## src/rtl/retire_tracker.sv

```systemverilog
// Retire tracking pipe: carries PC/valid through ID/EX/MEM/WB for debug
// retirement outputs and saturating performance counters.
module retire_tracker #(
  parameter int PC_W  = 32,
  parameter int CNT_W = 32
) (
  input  logic             i_clk,
  input  logic             i_reset,
  input  logic [PC_W-1:0]  i_if_pc,
  input  logic             i_if_vld,
  input  logic             i_stall,
  input  logic             i_flush,
  input  logic             i_ex_ctrl,
  input  logic             i_ex_mispred,
  input  logic             i_cnt_clr,
  output logic [PC_W-1:0]  o_pc_debug,
  output logic             o_insn_vld,
  output logic             o_ctrl,
  output logic             o_mispred,
  output logic [CNT_W-1:0] o_cnt_cycle,
  output logic [CNT_W-1:0] o_cnt_insn,
  output logic [CNT_W-1:0] o_cnt_ctrl,
  output logic [CNT_W-1:0] o_cnt_mispred
);

  logic [PC_W-1:0]  id_pc_q, id_pc_d;
  logic             id_vld_q, id_vld_d;
  logic [PC_W-1:0]  ex_pc_q, ex_pc_d;
  logic             ex_vld_q, ex_vld_d;
  logic [PC_W-1:0]  mem_pc_q, mem_pc_d;
  logic             mem_vld_q, mem_vld_d;
  logic             mem_ctrl_q, mem_ctrl_d;
  logic             mem_mis_q, mem_mis_d;
  logic [PC_W-1:0]  wb_pc_q, wb_pc_d;
  logic             wb_vld_q, wb_vld_d;
  logic             wb_ctrl_q, wb_ctrl_d;
  logic             wb_mis_q, wb_mis_d;
  logic [CNT_W-1:0] cyc_q, cyc_d;
  logic [CNT_W-1:0] insn_q, insn_d;
  logic [CNT_W-1:0] ctrl_q, ctrl_d;
  logic [CNT_W-1:0] mis_q, mis_d;

  function automatic logic [CNT_W-1:0] sat_inc(
    input logic [CNT_W-1:0] v,
    input logic             en
  );
    if (en && (v != '1)) return v + 1'b1;
    return v;
  endfunction

  always_comb begin
    id_pc_d  = id_pc_q;
    id_vld_d = id_vld_q;
    if (i_flush) begin
      id_vld_d = 1'b0;
    end else if (!i_stall) begin
      id_pc_d  = i_if_pc;
      id_vld_d = i_if_vld;
    end

    ex_pc_d  = id_pc_q;
    ex_vld_d = id_vld_q & ~(i_flush | i_stall);

    // the flushing EX instruction itself advances with its tags
    mem_pc_d   = ex_pc_q;
    mem_vld_d  = ex_vld_q;
    mem_ctrl_d = ex_vld_q & i_ex_ctrl;
    mem_mis_d  = mem_ctrl_d & i_ex_mispred;

    // debug PC keeps the last retired PC across bubbles
    wb_pc_d   = mem_vld_q ? mem_pc_q : wb_pc_q;
    wb_vld_d  = mem_vld_q;
    wb_ctrl_d = mem_ctrl_q;
    wb_mis_d  = mem_mis_q;

    if (i_cnt_clr) begin
      cyc_d  = '0;
      insn_d = '0;
      ctrl_d = '0;
      mis_d  = '0;
    end else begin
      cyc_d  = sat_inc(cyc_q, 1'b1);
      insn_d = sat_inc(insn_q, wb_vld_q);
      ctrl_d = sat_inc(ctrl_q, wb_ctrl_q);
      mis_d  = sat_inc(mis_q, wb_mis_q);
    end
  end

  always_ff @(posedge i_clk) begin
    if (i_reset) begin
      id_pc_q    <= '0;
      id_vld_q   <= 1'b0;
      ex_pc_q    <= '0;
      ex_vld_q   <= 1'b0;
      mem_pc_q   <= '0;
      mem_vld_q  <= 1'b0;
      mem_ctrl_q <= 1'b0;
      mem_mis_q  <= 1'b0;
      wb_pc_q    <= '0;
      wb_vld_q   <= 1'b0;
      wb_ctrl_q  <= 1'b0;
      wb_mis_q   <= 1'b0;
      cyc_q      <= '0;
      insn_q     <= '0;
      ctrl_q     <= '0;
      mis_q      <= '0;
    end else begin
      id_pc_q    <= id_pc_d;
      id_vld_q   <= id_vld_d;
      ex_pc_q    <= ex_pc_d;
      ex_vld_q   <= ex_vld_d;
      mem_pc_q   <= mem_pc_d;
      mem_vld_q  <= mem_vld_d;
      mem_ctrl_q <= mem_ctrl_d;
      mem_mis_q  <= mem_mis_d;
      wb_pc_q    <= wb_pc_d;
      wb_vld_q   <= wb_vld_d;
      wb_ctrl_q  <= wb_ctrl_d;
      wb_mis_q   <= wb_mis_d;
      cyc_q      <= cyc_d;
      insn_q     <= insn_d;
      ctrl_q     <= ctrl_d;
      mis_q      <= mis_d;
    end
  end

  assign o_pc_debug    = wb_pc_q;
  assign o_insn_vld    = wb_vld_q;
  assign o_ctrl        = wb_ctrl_q;
  assign o_mispred     = wb_mis_q;
  assign o_cnt_cycle   = cyc_q;
  assign o_cnt_insn    = insn_q;
  assign o_cnt_ctrl    = ctrl_q;
  assign o_cnt_mispred = mis_q;

endmodule

```

## config.mk

```make
export PLATFORM = sky130hd
export DESIGN_NAME = retire_tracker
export DESIGN_NICKNAME = d
export VERILOG_FILES = /design/src/rtl/retire_tracker.sv
export SDC_FILE = /design/constraint.sdc
export NUM_CORES = 1
export LEC_CHECK = 0
export CAP_MARGIN = 20
export CORE_MARGIN = 4
export CORE_UTILIZATION = 60
export DETAILED_ROUTE_END_ITERATION = 10
export DONT_BUFFER_PORTS = 1
export PLACE_DENSITY = 0.8
export SLEW_MARGIN = 20
export SYNTH_ARGS = -nofsm -noshare
export SYNTH_HDL_FRONTEND = slang
export SYNTH_SLANG_ARGS = --single-unit
```

## constraint.sdc

```tcl
create_clock -name i_clk -period 3 [get_ports i_clk]
set_clock_uncertainty 0.15 [all_clocks]
set_input_delay 0.75 -clock i_clk [delete_from_list [all_inputs] [get_ports i_clk]]
set_output_delay 0.75 -clock i_clk [all_outputs]
set_load 0.05 [all_outputs]
```

=== Word level (Yosys, flattened, before mapping) ===
Index checks and enable logic that the tools add are counted.

* Add/subtract/negate cells: 4
* Equality and inequality tests: 4
* Mux-type cells: 12
* Bitwise gates (word level): 7
* Reductions and logical operators: 6

{| class="wikitable"
|+ Operator list
! operator !! count
|-
| $add 32x1->32 const B || 4
|-
| $mux 32 || 4
|-
| $ne 32x32->1 const B || 4
|-
| $mux 1 || 8
|-
| $reduce_or 2->1 || 2
|-
| $and 1x1->1 || 3
|-
| $logic_and 1x1->1 || 3
|-
| $not 1->1 || 3
|-
| $reduce_and 2->1 || 1
|-
| $or 1x1->1 || 1
|}

* Bits in registers: 264
* Input bits: 40
* Output and inout bits: 163
* Word-level logic and storage cells: 49

=== Logic depth before layout (Yosys ltp) ===
Gate-level depths: netlist (run 1).

* Word-level depth: 4
* Gate-level depth with buffers: 8
* Gate-level depth less buffers: 6

=== Worst setup path after synthesis (run 1) ===
No wires, ideal clock.

* Path type: register to register
* Start: reg mis_q[6], in the netlist o_cnt_mispred[6]
* End: reg mis_q[29], in the netlist o_cnt_mispred[29]
* Library setup time: 0.115 ns
* Arrival time: 2.457 ns
* Data required time: 2.735 ns
* Setup slack: 0.278 ns
* Stages on the path, launching flop included: 8
* Buffers on the path: 2
* Cells stage by stage: dfxtp_1 nand3_1 or3_1 nor4_2 buf_2 buf_2 nor4_1 o21a_1

* Cells in the longest elaborated chain, start to end: 4

{| class="wikitable"
|+ Ends and longest elaborated chain
! what !! RTL line !! text
|-
| start: declaration || 41 || <nowiki>logic [CNT_W-1:0] mis_q, mis_d;</nowiki>
|-
| start signal: assignment || 123 || <nowiki>mis_q <= mis_d;</nowiki>
|-
| branches (longest 4 deep; another with $add 32x1->32) || -- ||
|}

Parallel ways; which one is timed is not known. The select of a mux whose other input is x is not followed.
A chain may end at the register's enable or synchronous reset.

=== Worst setup path in the final report (run 1) ===
* Start: reg mis_q[11], in the netlist o_cnt_mispred[11]
* End: reg mis_q[20], in the netlist o_cnt_mispred[20]

Same word-level chain as after synthesis.

==> results.yml, run 1 <==
critical_path:
  start_kind: "flip-flop"
  slowest_stage: "dfxtp_1"
  cp.required_ps: 3300
  path_buf_inv: 1
  r2r-start: "o_cnt_mispred[11]"
  cp_top_family: "simple AND/OR/NAND/NOR gates"
  cpPeakStageDelay_ps: 700
  path_cells: "nand3_1, or3_1, nor4_4, buf_4, o31ai_1, a21oi_1"
  path_max_fanout: 28
  arrival_ps: 2810
  critPathLaunch: "o_cnt_mispred[11]"
  critPathCaptureType: "flip-flop"
  critical_path_class: "reg -> reg"
sta:
  finalSetupViolCount: 0
  maxSlewViolCount: 0
  setup_tns_ps: 0
  post-route-period-util_pct: 83.4
  rsz0062_at_grt: "false"
  finalCriticalPeriod_ps: 2500
  fmax_ghz: 0.399
  worstMarginPinSlew_ps: 641
  max-slew-margin-rel_pct: 56.2
  finalHoldViolCount: 0
logic_synthesis:
  yosysSeqAreaShare_pct: 49.6
  synthFlopType: "dfxtp_1"
  ys_types: 55
  synthAdderAreaFrac_pct: 0.470
  yosysTopAreaCell: "dfxtp_1"
  synthMuxAreaShare_pct: 4.04
  ys_async_sr_fraction_pct: 0
  ys_top_cells_by_area: "dfxtp_1 (50%), nand2_1 (4.8%), a21oi_1 (4.5%)"
  synth-compound-area-share_pct: 12.5
  synth_top_area_share_pct: 49.6
  syn_inst: 1181
  synthXorXnorAreaFrac_pct: 2.88
  syn-cell-area_um2: 10600
  synth_top_family_by_area: "simple AND/OR/NAND/NOR gates"
  ys_ff_latch: 264
  yosys.area_share.simple_pct: 27.6
  synth_edf_count: 0
  synth.avg_cell_area_um2: 9.02
  syn_nets: 1225
  yosys_warnings: 0
global_routing:
  grt_first_pass_wirelength_mm: 42.0
  first_global_vias: 8522
  grt_usage_pct: 24.9
  antenna_found_initial: 0
  grt_max_degree: 145
  overflow: 0
final_layout:
  fin_area_um2: 12700
  area_growth_pct: 19.2
  drive_above_1_share_pct: 15.1
  utilization_pct: 73.1
  diodes: 0
  fin_nets: 1324
  nFillCells: 1258
clock_network:
  clk_pin_slew_ps: 60
  cts_resized: 0
  cts.sinks: 264
  clk_path_buf_depth: 3
  cts_tree: "built"
  numCtsBuffers: 27
  htreeDepth: 1
  cts_setup_buffers: 0
  clk_latency_ps: 540
  root_buffer: "clkbuf_16"
  holdBufCountCts: 0
place:
  dp_hpwl_mm: 17.9
  dpl_cell_area_um2: 11700
  portBuffers: 0
  place_congestion: 0.887
floorplan:
  start_util_pct: 61.3
  core_um2: 17400
  rows: 48
  ios: 203
  die_y_um: 141
  die_w_um: 141
  dieArea_um2: 19900
route:
  via_per_inst: 5.98
  wl_per_cell_um: 17.0
  post-route-drc-count: 0
  wirelength_mm: 26.0
  first_pass_iters: 5
  ant_nets: 0
  drt_iter0_drc: 577
  via_count: 9125
status:
  status: "finished clean"
power:
  p_leak_nw: 4.48
  power.density_nw_per_um2: 576
  irDropWorstVdd_mv: 0.516
flow_run:
  maxCapViolCount: 0
worst_hold_path:
  holdCritPathClass: "in -> reg"
  hp-start: "i_flush"
-- flip-flops by register name, indices dropped and copies added (netlist names), 32 cells and up --
| name | count |
|---|---|
| ex_pc_d | 32 |
| ex_pc_q | 32 |
| mem_pc_q | 32 |
| o_cnt_ctrl | 32 |
| o_cnt_cycle | 32 |
| o_cnt_insn | 32 |
| o_cnt_mispred | 32 |
| o_pc_debug | 32 |
-- layer usage --
metal,up-vias,share of wire (%),GRT usage [%]
li1,4446,-,-
met1,4306,39,30.4
met2,307,48,42.4
met3,66,9.0,7.26
met4,0,3.4,7.96
met5,-,0,0
-- cell families after synthesis --
logic type	count (synthesis)
and+or+nand+nor	544
DFF	264
AOI/OAI and AO/OA	215
buffers and inverters	76
muxes	43
xor gates and xnor gates	35
adders and majority gates	4
-- synth_stat cells (all sizes together) (7+ instances only) --
cell     count
a2111oi      7
a211oi       7
a21oi       96
a31oi        7
and2        13
and3        18
and4        18
buf         11
clkbuf      52
dfxtp      264
inv         13
mux2i       43
nand2      135
nand3       46
nand4       45
nor2        82
nor2b       70
nor3        12
nor4        15
o211ai       8
o21a         7
o21ai       34
o31ai       31
or3         43
or4         35
xnor2       29
-- cell usage in the layout, fill, tap and decap left out, types with 30 or more instances in the layout --
cell | netlist | routed
mux2i_1 | 43 | 43
o21ai_0 | 34 | 34
nor2_1 | 82 | 80
or3_1 | 43 | 43
nand4_1 | 43 | 43
buf_4 | 2 | 132
o31ai_1 | 30 | 30
nand3_1 | 46 | 46
nand2_1 | 135 | 135
nor2b_1 | 70 | 70
a21oi_1 | 96 | 96
or4_1 | 33 | 33
dfxtp_1 | 264 | 263
-- power breakdown --
part           internal (mW)  total [mW]  switching (mW)
combinational         0.0424       0.118          0.0756
sequential              3.55        3.56          0.0138
clock                   2.27        3.64            1.37
total                   5.86        7.32            1.46
-- stage by stage --
step	hold slack (ps)	worst slack [ps]	total power [mW]	instances
floorplan	264	278	3.75	1181
detailed placement	270	530	3.76	1476
finish	135	497	7.32	1526
CTS	118	517	7.38	1526
global route	117	286	7.54	1526
global placement	265	576	3.75	1476
-- worst paths after layout --
check / end / slack, ps / depth (start not counted)
min: id_vld_q / 140 / 1
max reg2reg: o_cnt_mispred[20] / 500 / 6
min reg2reg: mem_pc_q[8] / 290 / 1
max: o_cnt_mispred[20] / 500 / 6
-- layout make-up --
type | instances | area [µm²] | share of cell area, %
Multi-Input combinational cell | 841 | 5070 | 40.0
Timing Repair Buffer | 133 | 1010 | 7.96
Tap cell | 225 | 282 | 2.22
Clock inverter | 11 | 203 | 1.60
Clock buffer | 39 | 791 | 6.23
Inverter | 13 | 48.8 | 0.384
Sequential cell | 264 | 5290 | 41.6
-- worst register-to-register path, cell delays in order, from the launching register on --
cell	delay (ps)
dfxtp_1	700
nand3_1	200
or3_1	480
nor4_4	290
buf_4	300
o31ai_1	130
a21oi_1	180
Power figures use the tool's default switching activity.
==> run 2: changes to the inputs <==
--- a/config.mk
+++ b/config.mk
@@ -7,10 +7,10 @@
 export LEC_CHECK = 0
 export CAP_MARGIN = 20
 export CORE_MARGIN = 4
-export CORE_UTILIZATION = 60
+export CORE_UTILIZATION = 57
 export DETAILED_ROUTE_END_ITERATION = 10
 export DONT_BUFFER_PORTS = 1
-export PLACE_DENSITY = 0.8
+export PLACE_DENSITY = 0.79
 export SLEW_MARGIN = 20
 export SYNTH_ARGS = -nofsm -noshare
 export SYNTH_HDL_FRONTEND = slang
==> constraint.sdc (replaced) <==
create_clock -name i_clk -period 2.1 [get_ports i_clk]
set_clock_uncertainty 0.15 [all_clocks]
set_input_delay 0.525 -clock i_clk [delete_from_list [all_inputs] [get_ports i_clk]]
set_output_delay 0.525 -clock i_clk [all_outputs]
set_load 0.05 [all_outputs]
==> run 2 against run 1 <==
- the run now ends with setup timing left
- sequential power up 41%
- clock power up 33%
- first-iteration DRC count down 27%
- hold slack worse by 120 ps
- die area up 5.0%
- critical path depth down 1
- non-clock buffer count up 167
- count of clock-buffer cells in the layout up 4
- sequential share of layout area down 4.0 points
- setup slack worse by 640 ps
- global-route usage up 3.8 points
- utilization up 8.5 points
==> results.yml, run 2 (synthesis gave the netlist of run 1 again) <==
status:
  status: "finished, violations left"
  violations: "setup timing"
route:
  wirelength_mm: 32.0
  drt_iter0_drc: 420
  first_pass_iters: 5
  ant_nets: 0
  wl_per_cell_um: 18.9
  post-route-drc-count: 0
  via_count: 10100
  via_per_inst: 5.97
place:
  place_congestion: 0.886
  dp_hpwl_mm: 19.4
  place_ws_ps: -121
  dp_cells: 1550
  portBuffers: 0
critical_path:
  cp.required_ps: 2410
  critical_path_class: "reg -> reg"
  arrival_ps: 2550
  r2r_setup_slack_ps: -140
  start_kind: "flip-flop"
  path_cells: "nand4_4, or4_4, or4b_4, or3_1, a21oi_1"
  cp_top_family: "simple AND/OR/NAND/NOR gates"
  path_max_fanout: 4
  cpPeakStageDelay_ps: 550
  slowest_stage: "or4b_4"
  critPathCaptureType: "flip-flop"
  path_buf_inv: 0
sta:
  worstMarginPinSlew_ps: 652
  worst_slack_ps: -139
  max-slew-margin-rel_pct: 56.5
  finalSetupViolCount: 36
  rsz0062_at_grt: "true"
  maxSlewViolCount: 0
  finalHoldViolCount: 0
  finalCriticalPeriod_ps: 2240
  fmax_ghz: 0.447
  post-route-period-util_pct: 107
floorplan:
  start_util_pct: 58.7
  die_w_um: 145
  rows: 49
  ios: 203
  dieArea_um2: 20900
  core_um2: 18100
  die_y_um: 145
global_routing:
  first_global_vias: 9946
  antenna_found_initial: 0
  overflow: 0
  grt_first_pass_wirelength_mm: 49.2
  grt_max_degree: 77
  grt_usage_pct: 28.7
final_layout:
  layout_common_cells: "buf_4 (201), dfxtp_1 (137), nand2_1 (134)"
  fin_nets: 1491
  drive_above_1_share_pct: 31.0
  seqCellArea_um2: 5570
  final_common_cell: "buf_4"
  utilization_pct: 81.6
  area_growth_pct: 39.1
  multiInputGateArea_um2: 5350
  final_cells: 1696
  diodes: 0
  nFillCells: 1030
clock_network:
  root_buffer: "clkbuf_16"
  cts_tree: "built"
  numCtsBuffers: 27
  htreeDepth: 1
  clk_latency_ps: 550
  clk_pin_slew_ps: 60
  cts.sinks: 264
  clk_path_buf_depth: 3
power:
  p_leak_nw: 5.56
  irDropWorstVdd_mv: 0.807
  power.density_nw_per_um2: 685
worst_hold_path:
  holdCritPathClass: "in -> reg"
flow_run:
  maxCapViolCount: 0
run 2: path summary, 6_finish.rpt:
| path | start | end | cells after the start |
|---|---|---|---|
| max | o_cnt_ctrl[21] | o_cnt_ctrl[26] | 5 |
| min | i_reset | o_cnt_mispred[8] | 2 |
| max reg2reg | o_cnt_ctrl[21] | o_cnt_ctrl[26] | 5 |
| min reg2reg | ex_pc_q[12] | mem_pc_q[12] | 1 |
run 2: through the flow:
step / hold slack, ps / TNS (ps) / power, mW / cell area, µm²
2_1_floorplan: 264 / -3020 / 5.28 / 11100
3_3_place_gp: 266 / -219 / 5.29 / 12600
3_5_place_dp: 270 / -476 / 5.30 / 12600
4_1_cts: 0.913 / -398 / 10.2 / 14400
5_1_grt: 8.09 / -4230 / 10.4 / 14800
6_report: 13.3 / -1760 / 10.1 / 14800
run 2: area by class of cell:
cell class	instances	area share [%]
inverters	13	0.329
well taps	229	1.93
clock buffers	43	5.79
clock inverters	6	0.363
repair buffers	300	17.8
flip-flops and latches	264	37.6
multi-input cells	841	36.1
run 2: metal layers:
metal	GRT usage, %	wire length (µm)	share of wire, %
met5	0	0	0
met4	10.7	1240	3.9
met3	8.45	2780	8.7
met2	51.3	16000	50
met1	32.3	11900	37
run 2: report_power, final:
group          internal, mW  leakage [nW]  switching, mW  total [mW]
logic                 0.125          2.90          0.155       0.280
clock network          2.82         0.450           2.02        4.84
registers              5.00          2.21         0.0242        5.02
total                  7.94          5.56           2.20        10.1
run 2: what timing repair did:
| action | CTS | global route |
|---|---|---|
| pin swaps | 7 | 42 |
| resized for setup | 10 | 73 |
| cloned | 1 | 5 |
| setup buffers | 0 | 14 |
| endpoints found under the hold margin | 142 | 0 |
| setup endpoints to repair | 22 | 70 |
| hold buffers | 77 | 0 |
